==> config.mk <==
export PLATFORM = sky130hd
export DESIGN_NAME = ring_phase_monitor
export DESIGN_NICKNAME = d
export VERILOG_FILES = /design/src/rtl/ring_phase_monitor.sv
export SDC_FILE = /design/constraint.sdc
export NUM_CORES = 1
export LEC_CHECK = 0
export ABC_AREA = 0
export CORE_MARGIN = 8
export CORE_UTILIZATION = 55
export CTS_CLUSTER_DIAMETER = 120
export DETAILED_ROUTE_END_ITERATION = 8
export HOLD_SLACK_MARGIN = 0.12
export PLACE_DENSITY = 0.88
export REMOVE_ABC_BUFFERS = 1
export SYNTH_ARGS = -nofsm -noshare
export SYNTH_HDL_FRONTEND = slang
export SYNTH_SLANG_ARGS = --single-unit
==> constraint.sdc <==
create_clock -name clock -period 3.53 [get_ports clock]
set_input_delay 0.353 -clock clock [delete_from_list [all_inputs] [get_ports clock]]
set_output_delay 0.353 -clock clock [all_outputs]
set_load 0.1 [all_outputs]
==> src/rtl/ring_phase_monitor.sv <==
// Watches a one-hot ring counter word, decodes its phase, verifies the rotation
// sequence, locks after a run of correct steps and counts revolutions while locked.
module ring_phase_monitor #(
    parameter int WIDTH      = 4,
    parameter int PH_W       = 2,
    parameter int REV_W      = 8,
    parameter int LOCK_COUNT = 4,
    parameter int DIR        = 0
) (
    input  logic             clock,
    input  logic             reset,
    input  logic [WIDTH-1:0] ring_q,
    input  logic             ring_valid,
    input  logic             err_clr,
    output logic [PH_W-1:0]  phase,
    output logic             phase_valid,
    output logic             locked,
    output logic [REV_W-1:0] revs,
    output logic             err_pulse,
    output logic             err_sticky
);

    typedef enum logic [1:0] {
        IDLE    = 2'd0,
        ACQUIRE = 2'd1,
        LOCKED  = 2'd2
    } state_t;

    localparam logic [WIDTH-1:0] ONE_W    = WIDTH'(1);
    localparam logic [3:0]       LOCK_CNT = 4'(LOCK_COUNT);

    state_t           state_q, state_d;
    logic [WIDTH-1:0] prev_q, prev_d;
    logic [3:0]       match_cnt_q, match_cnt_d;
    logic [PH_W-1:0]  phase_q, phase_d;
    logic             phase_valid_q, phase_valid_d;
    logic             locked_q, locked_d;
    logic [REV_W-1:0] revs_q, revs_d;
    logic             err_pulse_q, err_pulse_d;
    logic             err_sticky_q, err_sticky_d;

    logic             onehot;
    logic             good;
    logic             wrap;
    logic             fault;
    logic [WIDTH-1:0] exp_word;
    logic [PH_W-1:0]  hot_idx;
    logic [3:0]       cnt_inc;

    // Expected word is the previous sample stepped once in the configured direction.
    assign exp_word = (DIR == 0) ? {prev_q[WIDTH-2:0], prev_q[WIDTH-1]}
                                 : {prev_q[0], prev_q[WIDTH-1:1]};
    assign onehot   = (ring_q != '0) && ((ring_q & (ring_q - ONE_W)) == '0);
    assign good     = onehot && (ring_q == exp_word);
    assign wrap     = (DIR == 0) ? (prev_q[WIDTH-1] && ring_q[0])
                                 : (prev_q[0] && ring_q[WIDTH-1]);
    assign cnt_inc  = match_cnt_q + 4'd1;

    always_comb begin
        hot_idx = '0;
        for (int i = 0; i < WIDTH; i++) begin
            if (ring_q[i]) begin
                hot_idx = PH_W'(i);
            end
        end
    end

    always_comb begin
        state_d       = state_q;
        prev_d        = prev_q;
        match_cnt_d   = match_cnt_q;
        phase_d       = phase_q;
        phase_valid_d = phase_valid_q;
        locked_d      = locked_q;
        revs_d        = revs_q;
        err_pulse_d   = 1'b0;
        fault         = 1'b0;

        if (ring_valid) begin
            prev_d        = ring_q;
            phase_valid_d = onehot;
            if (onehot) begin
                phase_d = hot_idx;
            end

            unique case (state_q)
                IDLE: begin
                    if (onehot) begin
                        state_d     = ACQUIRE;
                        match_cnt_d = 4'd0;
                    end
                end
                ACQUIRE: begin
                    if (good) begin
                        match_cnt_d = cnt_inc;
                        if (cnt_inc == LOCK_CNT) begin
                            state_d  = LOCKED;
                            locked_d = 1'b1;
                        end
                    end else if (onehot) begin
                        match_cnt_d = 4'd0;
                    end else begin
                        state_d = IDLE;
                    end
                end
                LOCKED: begin
                    if (good) begin
                        if (wrap) begin
                            revs_d = revs_q + REV_W'(1);
                        end
                    end else begin
                        fault       = 1'b1;
                        err_pulse_d = 1'b1;
                        locked_d    = 1'b0;
                        match_cnt_d = 4'd0;
                        state_d     = onehot ? ACQUIRE : IDLE;
                    end
                end
                default: begin
                    state_d = IDLE;
                end
            endcase
        end

        // A fault on the same edge as a clear request keeps the sticky flag set.
        if (fault) begin
            err_sticky_d = 1'b1;
        end else if (err_clr) begin
            err_sticky_d = 1'b0;
        end else begin
            err_sticky_d = err_sticky_q;
        end
    end

    always_ff @(posedge clock or negedge reset) begin
        if (!reset) begin
            state_q       <= IDLE;
            prev_q        <= '0;
            match_cnt_q   <= 4'd0;
            phase_q       <= '0;
            phase_valid_q <= 1'b0;
            locked_q      <= 1'b0;
            revs_q        <= '0;
            err_pulse_q   <= 1'b0;
            err_sticky_q  <= 1'b0;
        end else begin
            state_q       <= state_d;
            prev_q        <= prev_d;
            match_cnt_q   <= match_cnt_d;
            phase_q       <= phase_d;
            phase_valid_q <= phase_valid_d;
            locked_q      <= locked_d;
            revs_q        <= revs_d;
            err_pulse_q   <= err_pulse_d;
            err_sticky_q  <= err_sticky_d;
        end
    end

    assign phase       = phase_q;
    assign phase_valid = phase_valid_q;
    assign locked      = locked_q;
    assign revs        = revs_q;
    assign err_pulse   = err_pulse_q;
    assign err_sticky  = err_sticky_q;

endmodule

==> summary.md, run 1 <==
| Metric | Value |
|---|---|
| Reg2Reg Depth | `5` |
| CTS tree | `built` |
| Setup Skew | `5.77 ps` |
| Sink Count | `24` |
| Reg-to-Reg End | `state_q[1]` |
| Wire per inst | `17.1 µm` |
| Post-synthesis sequential area ratio | `42.5%` |
| Synthesized cell area | `0.00141 mm²` |
| Synthesis Warnings | `0` |
| FF-to-FF Start | `prev_q[3]` |
| Distinct cells, synth | `42` |
| Worst-path clk slew | `130 ps` |
| P_leak | `0.692 nW` |
| Area contributors post-synth | `dfrtp_1 (42%), ha_1 (6.2%), xnor2_1 (4.3%), o21ai_0 (2.8%), xor2_1 (2.5%)` |
| Max-slew headroom | `28.9%` |
| Most frequent cell after synthesis | `dfrtp_1` |
| GRT overflow | `0` |
| Mapped Avg Cell Area | `10.4 µm²` |
| Worst Tran Pin Value | `1060 ps` |
| Final Cycle Share | `71.0%` |
| Number of diodes | `0` |
| Pwr Density | `424 mW/mm²` |
| Worst skew pair latency | `310 ps` |
| CTS resizes | `0` |
| Synth top area share | `42.5%` |
| Max incr delay on CP | `620 ps` |
| Max-cap violations | `0` |
| Delay-heaviest family, CP | `compound AO/OA/AOI/OAI gates` |
| Area Growth Syn to Fin | `18.8%` |
| Post-CTS Setup Bufs | `0` |
| CP Buf/Inv Count | `1` |
| Placer Congestion | `0.879` |
| Clock root buffer | `clkbuf_4` |
| Arr. time, crit path | `2710 ps` |
| Peak Freq | `399 MHz` |
| Vias in the first global route | `1200` |
| Startpoint Class | `input port` |
| Ys async rst share | `100%` |
| Final setup viols | `0` |
| H-Tree Depth | `1` |
| All-Layer GR Usage | `15.5%` |
| Layout cell share with drive strength beyond 1 | `9.62%` |
| Cell Chain, Critical Path | `clkdlybuf4s50_1 > ha_1 > or4_4 > o41ai_1 > a31oi_1 > o2bb2ai_1` |
| Maximum VDD drop | `0.396 mV` |
| CP required | `3740 ps` |
| Row cnt | `18` |
| Core Util, Final | `68.5%` |
| Crit path max fanout | `7` |
| Number of port buffers | `21` |
| Number of synthesized register bits | `24` |
| Vias | `1146` |
| Vias per Instance | `6.16` |
| Dpl hpwl | `2450 µm` |
| Main synth FF type | `dfrtp_1` |
| Outcome | `finished clean` |
| Starting Density | `57.6%` |
| WS Path Type | `input port to flop` |
| Final-report hold violation count | `0` |
| Overall Power | `0.000712 W` |
| Total Wirelength | `3190 µm` |
| Slowest cell on crit path | `or4_4` |
| Hold Crit Class | `flop to flop` |
| CTS Buf Count | `3` |
| Initial antenna violation count | `0` |
| Core Region | `0.00245 mm²` |
| CP Capture Type | `flop` |
| IO Count | `22` |
| Pin count of the biggest net entering global routing | `25` |
| Max Buffers Root-to-Sink | `2` |
| Worst Setup EP | `state_q[1]` |
| WP depth | `6` |
| Max-slew violations | `0` |
| Initial DRC Count | `82` |
| 1st-pass router iterations | `4` |
| Hold depth | `1` |
| Die ar. | `0.00445 mm²` |
| TNS Setup | `0 ps` |
| Post-DRT Antenna Nets | `0` |
| Unrepaired setup endpoints after global routing | `no` |
| Commonest cells post-synth | `dfrtp_1 (24), inv_1 (9), nand2_1 (8), o21ai_0 (8)` |
| Final hold slack | `509 ps` |
| Number of flops mapped to enable cells by yosys | `0` |
| First-pass GRT wire length | `5420 µm` |
| Final min period | `2510 ps` |
| Die H | `66.7 µm` |
| DIE WIDTH | `66.7 µm` |
| R2r setup slk | `1230 ps` |
| Nets | `172` |
| CTS Hold Bufs | `0` |
| DRC violations left | `0` |
| Cell taking the most area after synthesis | `dfrtp_1` |
| Syn Inst Count | `136` |
| Crit path from | `ring_q[0]` |
## registers in the layout, summed over array words and instances (netlist names)
register	cells
phase_valid	1
revs	8
prev_q	4
match_cnt_q	4
phase	2
err_pulse	1
locked	1
state_q	2
err_sticky	1
## how the worst min path moves through the flow
| stage | start | end | slack (ps) |
|---|---|---|---|
| after global routing | phase_valid | phase_valid | 540 |
| final | revs[3] | revs[3] | 510 |
| after floorplan | reset | err_pulse | 60 |
| after detailed placement | revs[3] | revs[3] | 490 |
| after global placement | revs[7] | revs[7] | 460 |
| after CTS | revs[3] | revs[3] | 510 |
## per-layer routing
metal	vias up	GRT usage (%)	part of all wire (%)
met4	0	7.47	2.3
met3	9	3.19	6.8
met2	59	27.2	50
li1	541	-	-
met1	537	17.2	41
met5	-	0	0
## cells in the final DEF (no fill, tap or decap), types with 2 or more instances in the layout
| cell | Yosys | final |
|---|---|---|
| o31ai_1 | 4 | 4 |
| o211ai_1 | 2 | 2 |
| nand4_1 | 4 | 4 |
| nand2_1 | 8 | 8 |
| nand2b_1 | 3 | 3 |
| a31oi_1 | 2 | 2 |
| a211oi_1 | 2 | 2 |
| inv_1 | 9 | 9 |
| nor4_1 | 2 | 2 |
| nor2_1 | 5 | 5 |
| o21ai_0 | 8 | 8 |
| xnor2_1 | 7 | 7 |
| ha_1 | 7 | 7 |
| o2bb2ai_1 | 2 | 2 |
| nand3_1 | 5 | 5 |
| and3_1 | 2 | 2 |
| mux2_2 | 3 | 3 |
| xor2_1 | 4 | 4 |
| or4b_1 | 2 | 2 |
| dfrtp_1 | 24 | 24 |
| clkdlybuf4s50_1 | 0 | 21 |
| a21oi_1 | 6 | 6 |
| nor3_1 | 2 | 2 |
| clkbuf_4 | 0 | 3 |
## final cells by class
class,count,area [µm²]
clock buffer,3,22.5
fill,195,774
tap,30,37.5
multi-input combinational,97,738
timing repair buffer,22,218
clock inverter,1,30.0
inverter,9,33.8
sequential,24,601
## logic make-up (layout without fill, tap and decap cells)
family,count (synthesis),in the layout,share of synthesized area (%)
simple gates,38,38,15.4
compound gates,36,36,19.6
flops,24,24,42.5
buf+inv,15,35,5.31
xor+xnor,11,11,6.81
fa+ha+maj,7,7,6.19
mux,5,5,4.16
## per-stage QoR
| step | setup slack (ps) | instance area, µm² | instances |
|---|---|---|---|
| after floorplan | 1420 | 1370 | 130 |
| after global placement | 774 | 1630 | 182 |
| after detailed placement | 698 | 1630 | 182 |
| after CTS | 1040 | 1680 | 186 |
| after global routing | 878 | 1680 | 186 |
| final | 1020 | 1680 | 186 |
## where the power goes
group | internal, W | total (W) | switching, W | leakage (nW)
Combinational | 0.0000704 | 0.000208 | 0.000137 | 0.345
Clock | 0.000115 | 0.000197 | 0.0000826 | 0.0279
Sequential | 0.000292 | 0.000307 | 0.0000151 | 0.320
Total | 0.000477 | 0.000712 | 0.000235 | 0.692
Note: power is estimated with default switching activity, not from simulation.
==> inputs of run 2 (changes only) <==
- CORE_ASPECT_RATIO: not set -> 0.5
- CORE_UTILIZATION: 55 -> 48
- PLACE_DENSITY: 0.88 -> 0.82
- clock period: 3.53 -> 2.1 ns (I/O delays scaled with it)
==> run 2 against run 1 <==
Against the previous run:
- count of clock-buffer cells in the layout unchanged
- sequential cell count unchanged
- combinational power is 90% higher
- first-iteration DRC count up 16%
- via count up 6.0%
- clock power up 110%
- setup slack worse by 880 ps
- final cell count increased by 17%
- non-clock buffer count rose by 22
- global-route usage is 1.6 points lower
- cell area rose by 12%
- total power increased by 86%
- critical path type is now flop to flop
- critical endpoint is now state_q[0]
- highest routed layer unchanged
==> summary.md, run 2 (synthesis gave the netlist of run 1 again) <==
| Metric | Value |
|---|---|
| Hold Crit Class | `input port to async pin` |
| Max incr delay on CP | `610 ps` |
| Max-slew violations | `0` |
| Post-DRT Antenna Nets | `0` |
| Vias | `1215` |
| Commonest non-fill, non-tap cell in the layout | `buf_4` |
| Maximum VDD drop | `0.292 mV` |
| Initial DRC Count | `95` |
| P_leak | `0.887 nW` |
| Wire per inst | `15.6 µm` |
| Dpl hpwl | `2430 µm` |
| Crit path max fanout | `4` |
| Sink Count | `24` |
| Row cnt | `14` |
| First-pass GRT wire length | `5640 µm` |
| Vias in the first global route | `1162` |
| Pin count of the biggest net entering global routing | `25` |
| Fill count | `223` |
| Max-slew headroom | `62.1%` |
| Total Wirelength | `3400 µm` |
| Final min period | `1960 ps` |
| Most frequent cells in the layout | `buf_4 (35), dfrtp_1 (24), inv_1 (9), o21ai_0 (8), nand2_1 (8)` |
| DIE WIDTH | `92.8 µm` |
| Starting Density | `48.6%` |
| WS Path Type | `flop to flop` |
| Placer Congestion | `0.927` |
| CTS Buf Count | `3` |
| Placed Area | `0.00176 mm²` |
| Peak Freq | `510 MHz` |
| CP required | `2260 ps` |
| Number of diodes | `0` |
| Arr. time, crit path | `2120 ps` |
| Vias per Instance | `5.57` |
| Setup Skew | `3.07 ps` |
| GRT overflow | `0` |
| Core Region | `0.00291 mm²` |
| Pwr Density | `701 mW/mm²` |
| Final-report hold violation count | `0` |
| Area Growth Syn to Fin | `33.6%` |
| H-Tree Depth | `1` |
| Setup WS post-layout | `140 ps` |
| Startpoint Class | `flop` |
| Final instance area | `0.00189 mm²` |
| Die H | `54.4 µm` |
| CTS Hold Bufs | `0` |
| Worst-path clk slew | `90 ps` |
| IO Count | `22` |
| Clock root buffer | `clkbuf_8` |
| Nets | `194` |
| Max reg flops | `8` |
| Layout cell share with drive strength beyond 1 | `30.3%` |
| Area of the multi-input gates | `768 µm²` |
| CP Capture Type | `flop` |
| Number of port buffers | `21` |
| Setup WS pre-CTS | `-436 ps` |
| Seq. cell area | `601 µm²` |
| Slowest cell on crit path | `or4_4` |
| DRC violations left | `0` |
| Max-cap violations | `0` |
| Cell Chain, Critical Path | `xor2_1 > or4_4 > o41ai_2 > buf_4 > a31oi_1 > o2bb2ai_1` |
| Delay-heaviest family, CP | `simple AND/OR/NAND/NOR gates` |
| CTS tree | `built` |
| Final Cycle Share | `93.3%` |
| Outcome | `finished clean` |
| Max Buffers Root-to-Sink | `2` |
| 1st-pass router iterations | `4` |
| All-Layer GR Usage | `13.9%` |
| Final setup viols | `0` |
| Die ar. | `0.00504 mm²` |
| Worst Tran Pin Value | `564 ps` |
| Unrepaired setup endpoints after global routing | `no` |
| Worst skew pair latency | `270 ps` |
| Initial antenna violation count | `0` |
| CP Buf/Inv Count | `1` |
==> run 2: cell types whose count changed in the layout (fill, tap and decap cells not counted), sizes merged <==
cell	before	now
dlymetal6s2s	0	4
buf	1	37
clkdlybuf4s50	21	3
==> run 2: worst paths after layout <==
path	start	end	slack (ps)	depth (start not counted)
worst max register to register	prev_q[0]	state_q[0]	140	6
worst min register to register	revs[7]	revs[7]	490	1
worst max-delay path	prev_q[0]	state_q[0]	140	6
worst min-delay path	reset	match_cnt_q[0]	290	2
max in group asynchronous	reset	revs[2]	1570	2
min in group clock	ring_q[2]	prev_q[2]	350	2
==> run 2: final cells by class <==
class,count,share of cell area [%]
clock buffers,3,2.19
inverters,9,1.79
multi-input cells,97,40.7
well taps,40,2.65
flip-flops and latches,24,31.8
repair buffers,44,19.3
clock inverters,1,1.59
==> run 2: through the flow <==
stage | utilization (%) | hold WS, ps | total power, W | TNS, ps | std cells
6_report | 65.0 | 285 | 0.00133 | 0 | 218
5_1_grt | 65.0 | 330 | 0.00139 | 0 | 218
4_1_cts | 64.4 | 303 | 0.00132 | 0 | 218
3_5_place_dp | 60.4 | 474 | 0.000895 | -4110 | 212
3_3_place_gp | 60.4 | 467 | 0.000888 | -3420 | 212
2_1_floorplan | - | -85.6 | 0.000763 | -0.812 | 130
==> run 2: power by group <==
part           switching (W)  total (W)  leakage (nW)  internal [W]
registers          0.0000226   0.000513         0.320      0.000490
logic               0.000241   0.000396         0.532      0.000155
clock network       0.000161   0.000416        0.0357      0.000255
total               0.000425    0.00133         0.887      0.000900
==> run 2: worst reg2reg max path, stage by stage, from the launching register on <==
cell	delay, ps
dfrtp_1	400
xor2_1	160
or4_4	610
o41ai_2	250
buf_4	170
a31oi_1	100
o2bb2ai_1	160
==> run 2: metal layers <==
| metal | vias to the layer above | wire (µm) | global-route usage [%] |
|---|---|---|---|
| li1 | 584 | - | - |
| met1 | 576 | 1520 | 17.5 |
| met2 | 53 | 1630 | 23.8 |
| met3 | 2 | 234 | 3.83 |
| met4 | 0 | 19 | 3.43 |
| met5 | - | 0 | 0 |
==> run 2: what timing repair did <==
item | in CTS | in global routing
gates resized for setup | 5 | 6
pin swaps | 4 | 3
endpoints found under the setup margin | 7 | 10
buffers inserted | 2 | 0
